===== src/rtl/alu_cmd_pkg.sv =====
// alu_cmd_pkg
// Shared types and widths for the ALU command buffer.
// alu_cmd_t packs one command as {data1, data2, control}, MSB first, which is
// the same packing the ALU bench uses when it scoreboards commands.
package alu_cmd_pkg;

    localparam int OPND_W = 4;
    localparam int CTRL_W = 2;

    typedef struct packed {
        logic [OPND_W-1:0] data1;
        logic [OPND_W-1:0] data2;
        logic [CTRL_W-1:0] control;
    } alu_cmd_t;

endpackage


===== src/rtl/alu_cmd_mem.sv =====
// alu_cmd_mem
// DEPTH-entry command storage with no reset.
// Ports:
//   clk            - clock; writes land on the rising edge
//   we/waddr/wdata - synchronous write port
//   raddr/rdata    - asynchronous read port
module alu_cmd_mem
    import alu_cmd_pkg::*;
#(
    parameter int DEPTH = 8,
    parameter int AW    = $clog2(DEPTH)
) (
    input  logic          clk,
    input  logic          we,
    input  logic [AW-1:0] waddr,
    input  alu_cmd_t      wdata,
    input  logic [AW-1:0] raddr,
    output alu_cmd_t      rdata
);

    alu_cmd_t mem_q [DEPTH];

    always_ff @(posedge clk) begin
        if (we) begin
            mem_q[waddr] <= wdata;
        end
    end

    assign rdata = mem_q[raddr];

endmodule


===== src/rtl/alu_cmd_fifo.sv =====
// alu_cmd_fifo
// Command FIFO between a producer and the ALU. The oldest command is shown on
// data1/data2/control with valid and is popped when the ALU asserts ready.
// Ports:
//   clk, reset                         - clock, synchronous active-high reset
//   in_data1/in_data2/in_control       - producer command
//   in_valid / in_ready                - producer handshake
//   data1/data2/control/valid/ready    - ALU side handshake, head command
//   count                              - occupancy 0..DEPTH
//   issued                             - commands consumed since reset (wraps)
module alu_cmd_fifo
    import alu_cmd_pkg::*;
#(
    parameter int DEPTH = 8,
    parameter int CNT_W = 16
) (
    input  logic                     clk,
    input  logic                     reset,
    input  logic [OPND_W-1:0]        in_data1,
    input  logic [OPND_W-1:0]        in_data2,
    input  logic [CTRL_W-1:0]        in_control,
    input  logic                     in_valid,
    output logic                     in_ready,
    output logic [OPND_W-1:0]        data1,
    output logic [OPND_W-1:0]        data2,
    output logic [CTRL_W-1:0]        control,
    output logic                     valid,
    input  logic                     ready,
    output logic [$clog2(DEPTH):0]   count,
    output logic [CNT_W-1:0]         issued
);

    localparam int AW = $clog2(DEPTH);
    localparam int CW = AW + 1;

    logic [AW-1:0]    wr_ptr_q, wr_ptr_d;
    logic [AW-1:0]    rd_ptr_q, rd_ptr_d;
    logic [CW-1:0]    count_q,  count_d;
    logic [CNT_W-1:0] issued_q, issued_d;

    logic     push;
    logic     pop;
    alu_cmd_t wr_cmd;
    alu_cmd_t head_cmd;

    // Both handshakes depend on registered count only, so a full FIFO refuses
    // a push even when the ALU pops on the same edge.
    assign in_ready = (count_q != CW'(DEPTH));
    assign valid    = (count_q != '0);
    assign push     = in_valid && in_ready;
    assign pop      = valid && ready;

    assign wr_cmd = '{data1: in_data1, data2: in_data2, control: in_control};

    alu_cmd_mem #(
        .DEPTH (DEPTH),
        .AW    (AW)
    ) u_mem (
        .clk   (clk),
        .we    (push),
        .waddr (wr_ptr_q),
        .wdata (wr_cmd),
        .raddr (rd_ptr_q),
        .rdata (head_cmd)
    );

    always_comb begin
        wr_ptr_d = wr_ptr_q;
        rd_ptr_d = rd_ptr_q;
        count_d  = count_q;
        issued_d = issued_q;
        if (push) begin
            wr_ptr_d = wr_ptr_q + AW'(1);
        end
        if (pop) begin
            rd_ptr_d = rd_ptr_q + AW'(1);
            issued_d = issued_q + CNT_W'(1);
        end
        case ({push, pop})
            2'b10:   count_d = count_q + CW'(1);
            2'b01:   count_d = count_q - CW'(1);
            default: count_d = count_q;
        endcase
    end

    always_ff @(posedge clk) begin
        if (reset) begin
            wr_ptr_q <= '0;
            rd_ptr_q <= '0;
            count_q  <= '0;
            issued_q <= '0;
        end else begin
            wr_ptr_q <= wr_ptr_d;
            rd_ptr_q <= rd_ptr_d;
            count_q  <= count_d;
            issued_q <= issued_d;
        end
    end

    // Storage is not cleared on reset, so the head is masked while empty.
    assign data1   = valid ? head_cmd.data1   : '0;
    assign data2   = valid ? head_cmd.data2   : '0;
    assign control = valid ? head_cmd.control : '0;
    assign count   = count_q;
    assign issued  = issued_q;

endmodule


===== config.mk =====
export PLATFORM = sky130hd
export DESIGN_NAME = alu_cmd_fifo
export DESIGN_NICKNAME = d
export VERILOG_FILES = /design/src/rtl/alu_cmd_pkg.sv /design/src/rtl/alu_cmd_mem.sv /design/src/rtl/alu_cmd_fifo.sv
export SDC_FILE = /design/constraint.sdc
export NUM_CORES = 1
export LEC_CHECK = 0
export BUFFER_PORTS_ARGS = -buffer_cell sky130_fd_sc_hd__buf_4
export CORE_MARGIN = 2
export CORE_UTILIZATION = 40
export CTS_CLUSTER_DIAMETER = 50
export DETAILED_ROUTE_END_ITERATION = 6
export GPL_TIMING_DRIVEN = 0
export HOLD_SLACK_MARGIN = 0.08
export PLACE_DENSITY = 0.58
export SLEW_MARGIN = 30
export SYNTH_ARGS = -nofsm -noshare
export SYNTH_HDL_FRONTEND = slang
export SYNTH_HIERARCHICAL = 1
export SYNTH_SLANG_ARGS = --single-unit

===== constraint.sdc =====
create_clock -name clk -period 2.8 [get_ports clk]
set_input_delay 0.14 -clock clk [delete_from_list [all_inputs] [get_ports clk]]
set_output_delay 0.14 -clock clk [all_outputs]
set_load 0.05 [all_outputs]

==> results of run 1 <==
[cells in the mapped netlist (3+ instances only)]
cell type / instances / share of area [%]
edfxtp_1: 80 / 54
dfxtp_1: 26 / 12
nor2_1: 25 / 2.1
mux4_1: 20 / 12
a21oi_1: 13 / 1.5
mux2_2: 11 / 2.8
nor2b_1: 11 / 1.6
xor2_1: 11 / 2.2
nand2_1: 9 / 0.76
clkbuf_1: 7 / 0.59
inv_1: 7 / 0.59
nand3_1: 7 / 0.79
ha_1: 6 / 1.7
nand4_1: 5 / 0.71
o31ai_1: 5 / 0.85
or4_1: 5 / 0.85
nand2b_1: 3 / 0.42
o21ai_0: 3 / 0.34
[worst min path at each step]
stage,start,end,slack [ps],cells after the start
global placement,in_data1[1],u_mem/mem_q[2][7],370,1
global route,reset,issued[11],170,2
CTS,reset,issued[10],150,2
finish,reset,issued[10],150,2
detailed placement,in_data2[3],u_mem/mem_q[3][5],380,1
floorplan,in_control[0],u_mem/mem_q[0][0],240,0
[flip-flops by register name, summed over array words and instances, names as in the netlist]
register and flops:
rd_ptr_q 3, u_mem/mem_q 80, issued 16, wr_ptr_q 3, count 4
[cells by family (layout without fill, tap and decap cells)]
family / Yosys count / in the layout / share of synthesized area, %
XOR/XNOR: 13 / 13 / 2.574
flip-flops: 106 / 106 / 66.08
buffers and inverters: 19 / 92 / 2.009
AND/OR/NAND/NOR: 77 / 77 / 9.109
AO/OA/AOI/OAI: 22 / 22 / 2.942
multiplexers: 33 / 33 / 15.13
adder cells (fa/ha/maj): 7 / 7 / 2.150
[cell type report]
class / instances / area [sq um] / share of cell area [%]
flip-flops and latches: 106 / 2927 / 55.28
multi-input cells: 152 / 1444 / 27.27
repair buffers: 57 / 459.2 / 8.674
well taps: 140 / 175.2 / 3.309
clock buffers: 10 / 127.6 / 2.411
clock inverters: 6 / 72.57 / 1.371
plain buffers: 12 / 62.56 / 1.182
inverters: 7 / 26.28 / 0.4963
[layer usage]
metal | up-vias | share of wire, % | global-route usage, %
li1 | 1211 | - | -
met5 | - | 0 | 0
met1 | 1275 | 45 | 19.57
met4 | 0 | 1.3 | 4.670
met2 | 54 | 50 | 26.93
met3 | 10 | 3.6 | 3.646
[per-stage QoR]
stage,util [%],std cells,instance area (sq um)
2_1_floorplan,-,277,4428
6_report,49.05,490,5294
3_3_place_gp,45.71,461,4933
4_1_cts,48.99,490,5288
3_5_place_dp,46.12,463,4977
5_1_grt,49.05,490,5294
[report_power, final]
group          switching [mW]  internal (mW)  leakage, nW  total (mW)
Sequential             0.0866           1.80        0.938        1.88
Combinational           0.980          0.619        0.803        1.60
Clock                   0.528          0.424       0.0975       0.952
[worst max-delay path: cells and delay by family (launching register included)]
family / cells / cell delay [ps]
adders and majority gates: 2 / 600
DFF: 1 / 370
AOI/OAI and AO/OA: 4 / 940
buffers and inverters: 1 / 220
and+or+nand+nor: 1 / 470
[layout by cell type, fill, tap and decap left out, drive strengths merged, types with 3 or more instances in the layout]
| master | netlist | layout |
|---|---|---|
| o31ai | 5 | 5 |
| nand3 | 7 | 7 |
| edfxtp | 80 | 80 |
| a21oi | 13 | 13 |
| inv | 7 | 9 |
| ha | 6 | 6 |
| nand2b | 3 | 3 |
| and3 | 3 | 3 |
| nand4 | 5 | 5 |
| or3 | 3 | 3 |
| dfxtp | 26 | 26 |
| mux4 | 20 | 20 |
| xor2 | 11 | 11 |
| buf | 5 | 51 |
| nor2b | 11 | 11 |
| mux2 | 11 | 11 |
| nand2 | 9 | 9 |
| dlygate4sd3 | 0 | 11 |
| or4 | 5 | 5 |
| nor2 | 25 | 25 |
| o21ai | 3 | 3 |
| clkbuf | 7 | 17 |
[what timing repair did]
action / in CTS / in global routing
resized for setup: 0 / 3
endpoints found under the hold margin: 81 / 0
hold buffers: 11 / 0
setup endpoints to repair: 0 / 1
==> impl_metrics.json, run 1 <==
{
  "status": "complete, no violations",
  "grt_pass1_vias": 2481,
  "worst_clock_skew_ps": 9.689,
  "postRouteAntennaNets": 0,
  "clock_latency_ps": 370,
  "place_ws_ps": 65.17,
  "hold_viol": 0,
  "antenna_found_initial": 0,
  "syn_nets": 298,
  "drcViolationCount": 0,
  "syn_inst": 277,
  "tns_ps": 0,
  "synth_seq_cells": 106,
  "cp_cell_sequence": "o41a_2, buf_2, ha_1, ha_1, a21oi_2, a21oi_1, or4_1, a21oi_1",
  "max_freq_mhz": 374.6,
  "fin_nets": 366,
  "crit_required_ps": 3100,
  "dieArea_sq_um": 11910,
  "port_buffers": 44,
  "cts_buffer_depth": 2,
  "cts_sinks": 106,
  "rows": 38,
  "path_clk_slew_ps": 100,
  "endpoint": "count[3]",
  "drtPass1Iterations": 4,
  "track_usage_pct": 15.62,
  "final_max_slew_viol_count": 0,
  "min_path_type": "in -> reg",
  "critPathMaxStageDelay_ps": 530,
  "synthesis.area_sq_um": 4423,
  "post_drt_wl_per_cell_um": 17.58,
  "ff2ff_setup_slack_ps": 130,
  "setup_viol": 0,
  "endpoint_kind": "register",
  "fin_ws_ps": 130.7,
  "fin_crit_ps": 2669,
  "syn_to_final_growth_pct": 19.69,
  "grt_max_degree": 19,
  "drive_above_1_share_pct": 26.57,
  "vias": 2550,
  "ys_warn_count": 6,
  "die_w_um": 109.2,
  "fin_crit_sh_pct": 95.33,
  "cts_tree": "done",
  "critPathKind": "reg -> reg",
  "slew-limit-headroom_pct": 48.44,
  "cts_setup_buffers": 0,
  "holdWs_ps": 151.2,
  "cp_slowest_cell": "o41a_2",
  "die_y_um": 109.2,
  "nFillCells": 930,
  "rsz0062_at_grt": "no",
  "critPathArrivalTime_ps": 2970,
  "synth_cell_types": 33,
  "overflow": 0,
  "fin_total_pwr_mw": 4.434,
  "leakagePower_nw": 1.839,
  "pin_count": 46,
  "cap_violations": 0,
  "globalplace.congestion": 0.7127,
  "peakVddDrop_uv": 381.2,
  "clock-root-buffer": "clkbuf_8",
  "initial_core_util_pct": 40.98,
  "rr_startpoint": "count[3]",
  "ys_seq_area_share_pct": 66.08,
  "drt-total-wl_mm": 8.613,
  "worstSetupStartpointType": "register",
  "timing.rr.end": "count[3]",
  "p_per_area_nw_per_um2": 837.5,
  "grt_first_pass_wirelength_mm": 13.41,
  "num_antenna_cells": 0,
  "synth_ff_type": "edfxtp_1",
  "tightest_slew_ps": 773.5,
  "synth-async-reset-ratio_pct": 0,
  "reg2regPathDepth": 8,
  "startpoint": "count[3]",
  "dpl.hpwl_mm": 5.535,
  "drtIter0Drc": 80,
  "synth_edf_count": 80,
  "cts_made_buffers": 9,
  "drt-vias-per-instance": 5.204,
  "htreeDepth": 3,
  "crit_fanout": 10,
  "avgSynthCellArea_sq_um": 15.97,
  "fp.coreArea_sq_um": 10790
}
No activity file was read; power rests on OpenSTA's default activity.
==> inputs of run 2 (changes only) <==
--- a/config.mk
+++ b/config.mk
@@ -13,6 +13,7 @@
 export GPL_TIMING_DRIVEN = 0
 export HOLD_SLACK_MARGIN = 0.08
 export PLACE_DENSITY = 0.58
+export REMOVE_ABC_BUFFERS = 1
 export SLEW_MARGIN = 30
 export SYNTH_ARGS = -nofsm -noshare
 export SYNTH_HDL_FRONTEND = slang
==> impl_metrics.json, run 2 (same netlist as run 1, synthesis figures left out) <==
{
  "status": "complete, no violations",
  "initial_core_util_pct": 40.98,
  "slew-limit-headroom_pct": 40.82,
  "regArea_sq_um": 2924,
  "globalplace.congestion": 0.7162,
  "setup_viol": 0,
  "p_comb_share_pct": 33.7,
  "htreeDepth": 3,
  "drt-vias-per-instance": 5.035,
  "grt_max_degree": 28,
  "cap_violations": 0,
  "seqPwrFrac_pct": 44.3,
  "overflow": 0,
  "ff2ff_setup_slack_ps": 180,
  "grt_first_pass_wirelength_mm": 12.01,
  "drcViolationCount": 0,
  "die_w_um": 109.2,
  "rr_startpoint": "count[0]",
  "holdCritStartpoint": "reset",
  "min_path_type": "in -> reg",
  "clock-root-buffer": "clkbuf_8",
  "nFillCells": 926,
  "largest_register_ffs": 80,
  "cts_made_buffers": 9,
  "dieArea_sq_um": 11910,
  "final_max_slew_viol_count": 0,
  "multiInputGateArea_sq_um": 1449,
  "max_freq_mhz": 381.4,
  "dpl.hpwl_mm": 5.003,
  "clock_latency_ps": 350,
  "fin_crit_sh_pct": 93.65,
  "cts_sinks": 106,
  "endpoint_kind": "register",
  "critPathKind": "reg -> reg",
  "crit_fanout": 13,
  "crit_top_cell": "a21oi_1",
  "drtPass1Iterations": 4,
  "rows": 38,
  "final_cell_mix": "edfxtp_1, buf_4, dfxtp_1",
  "drtIter0Drc": 92,
  "crit_buf_inv": 0,
  "clock_power_share_pct": 22.0,
  "die_y_um": 109.2,
  "fp.coreArea_sq_um": 10790,
  "rsz0062_at_grt": "no",
  "drive_above_1_share_pct": 26.18,
  "peakVddDrop_uv": 520.3,
  "syn_to_final_growth_pct": 18.78,
  "cp_cell_sequence": "o41a_2, ha_1, ha_1, a21oi_1, a21oi_1, or4_1, a21oi_1",
  "cts_tree": "done",
  "power.share.switching_pct": 34.55,
  "cts_buffer_depth": 2,
  "leakagePower_nw": 1.820,
  "crit_required_ps": 3090,
  "post_drt_wl_per_cell_um": 16.29,
  "postRouteAntennaNets": 0,
  "fin_crit_ps": 2622,
  "timing.rr.end": "count[3]",
  "place_ws_ps": 30.32,
  "critPathMaxStageDelay_ps": 650,
  "hold_viol": 0,
  "pin_count": 46,
  "utilization_pct": 48.68,
  "critPathArrivalTime_ps": 2920,
  "reg2regPathDepth": 7,
  "drt-total-wl_mm": 7.821,
  "layout_commonest_cell": "edfxtp_1",
  "port_buffers": 45,
  "min_to": "count[0]",
  "cp_slowest_cell": "o41a_2",
  "worstSetupStartpointType": "register",
  "path_clk_slew_ps": 100,
  "fin_nets": 357,
  "min_path_cells": 2,
  "antenna_found_initial": 0,
  "top_register": "u_mem/mem_q",
  "track_usage_pct": 13.85,
  "critPathTopFamily": "compound AO/OA/AOI/OAI gates",
  "tightest_slew_ps": 886.4,
  "vias": 2417,
  "num_antenna_cells": 0,
  "p_per_area_nw_per_um2": 839.7,
  "p_switching_mw": 1.524,
  "grt_pass1_vias": 2280,
  "p_int_mw": 2.887,
  "worst_clock_skew_ps": 16.75,
  "fin_ws_ps": 177.8
}
[run 2: cell types whose count changed in the layout (fill, tap and decap cells not counted), moves of 2 or more]
cell,before,now
buf_4,45,47
clkinv_1,0,2
buf_6,3,0
clkbuf_1,8,0
dfxtp_2,3,1
clkinv_4,2,0
dfxtp_1,23,25
inv_6,2,0
[run 2: final cells by class]
cell class	instances	area share [%]
flip-flops and latches	106	55.66
multi-input cells	152	27.58
repair buffers	60	9.002
well taps	140	3.334
clock buffers	9	2.358
clock inverters	6	1.572
inverters	7	0.5001
[run 2: metrics by stage]
| step | setup TNS (ps) | power [mW] | std cells | instance area [sq um] | hold WS [ps] |
|---|---|---|---|---|---|
| 6_report | 0 | 4.412 | 480 | 5254 | 153.5 |
| 5_1_grt | 0 | 4.618 | 480 | 5254 | 149.2 |
| 4_1_cts | 0 | 4.455 | 480 | 5248 | 139.4 |
| 3_5_place_dp | 0 | 3.482 | 454 | 4931 | 375.5 |
| 3_3_place_gp | -4619 | 3.440 | 450 | 4873 | 372.3 |
| 2_1_floorplan | -302.5 | 3.006 | 265 | 4360 | 209.1 |
[run 2: worst register-to-register path: stages, from the launching register on]
cell and delay (ps):
dfxtp_1 400, o41a_2 650, ha_1 280, ha_1 330
a21oi_1 200, a21oi_1 100, or4_1 460, a21oi_1 140
[run 2: repair_timing]
| item | in CTS | in global routing |
|---|---|---|
| resized for setup | 0 | 2 |
| hold buffers | 11 | 0 |
| hold endpoints to repair | 81 | 0 |
| setup endpoints to repair | 0 | 1 |
| setup buffers | 0 | 0 |
[run 2: layer usage]
metal	track usage (%)	up-vias	part of all wire, %
li1	-	1196	-
met1	17.92	1179	45
met2	23.47	35	51
met3	1.853	7	2.7
met4	5.769	0	1.4
met5	0	-	0
[run 2: power by group through the flow]
stage	registers (mW)	logic, mW	clock network, mW
after floorplan	2.04	0.965	0
after global placement	1.99	1.45	0
after detailed placement	2.00	1.49	0
after CTS	1.96	1.50	0.992
after global routing	1.98	1.59	1.05
final	1.96	1.49	0.970
[run 2: worst max-delay path by stage]
stage	slack, ps	from	cells after the start	to
2_1_floorplan	-300	count[3]	8	count[3]
3_3_place_gp	-510	count[0]	3	data2[2]
3_5_place_dp	30	count[0]	8	count[3]
4_1_cts	7	count[0]	8	count[3]
5_1_grt	30	count[0]	7	count[3]
6_report	180	count[0]	7	count[3]
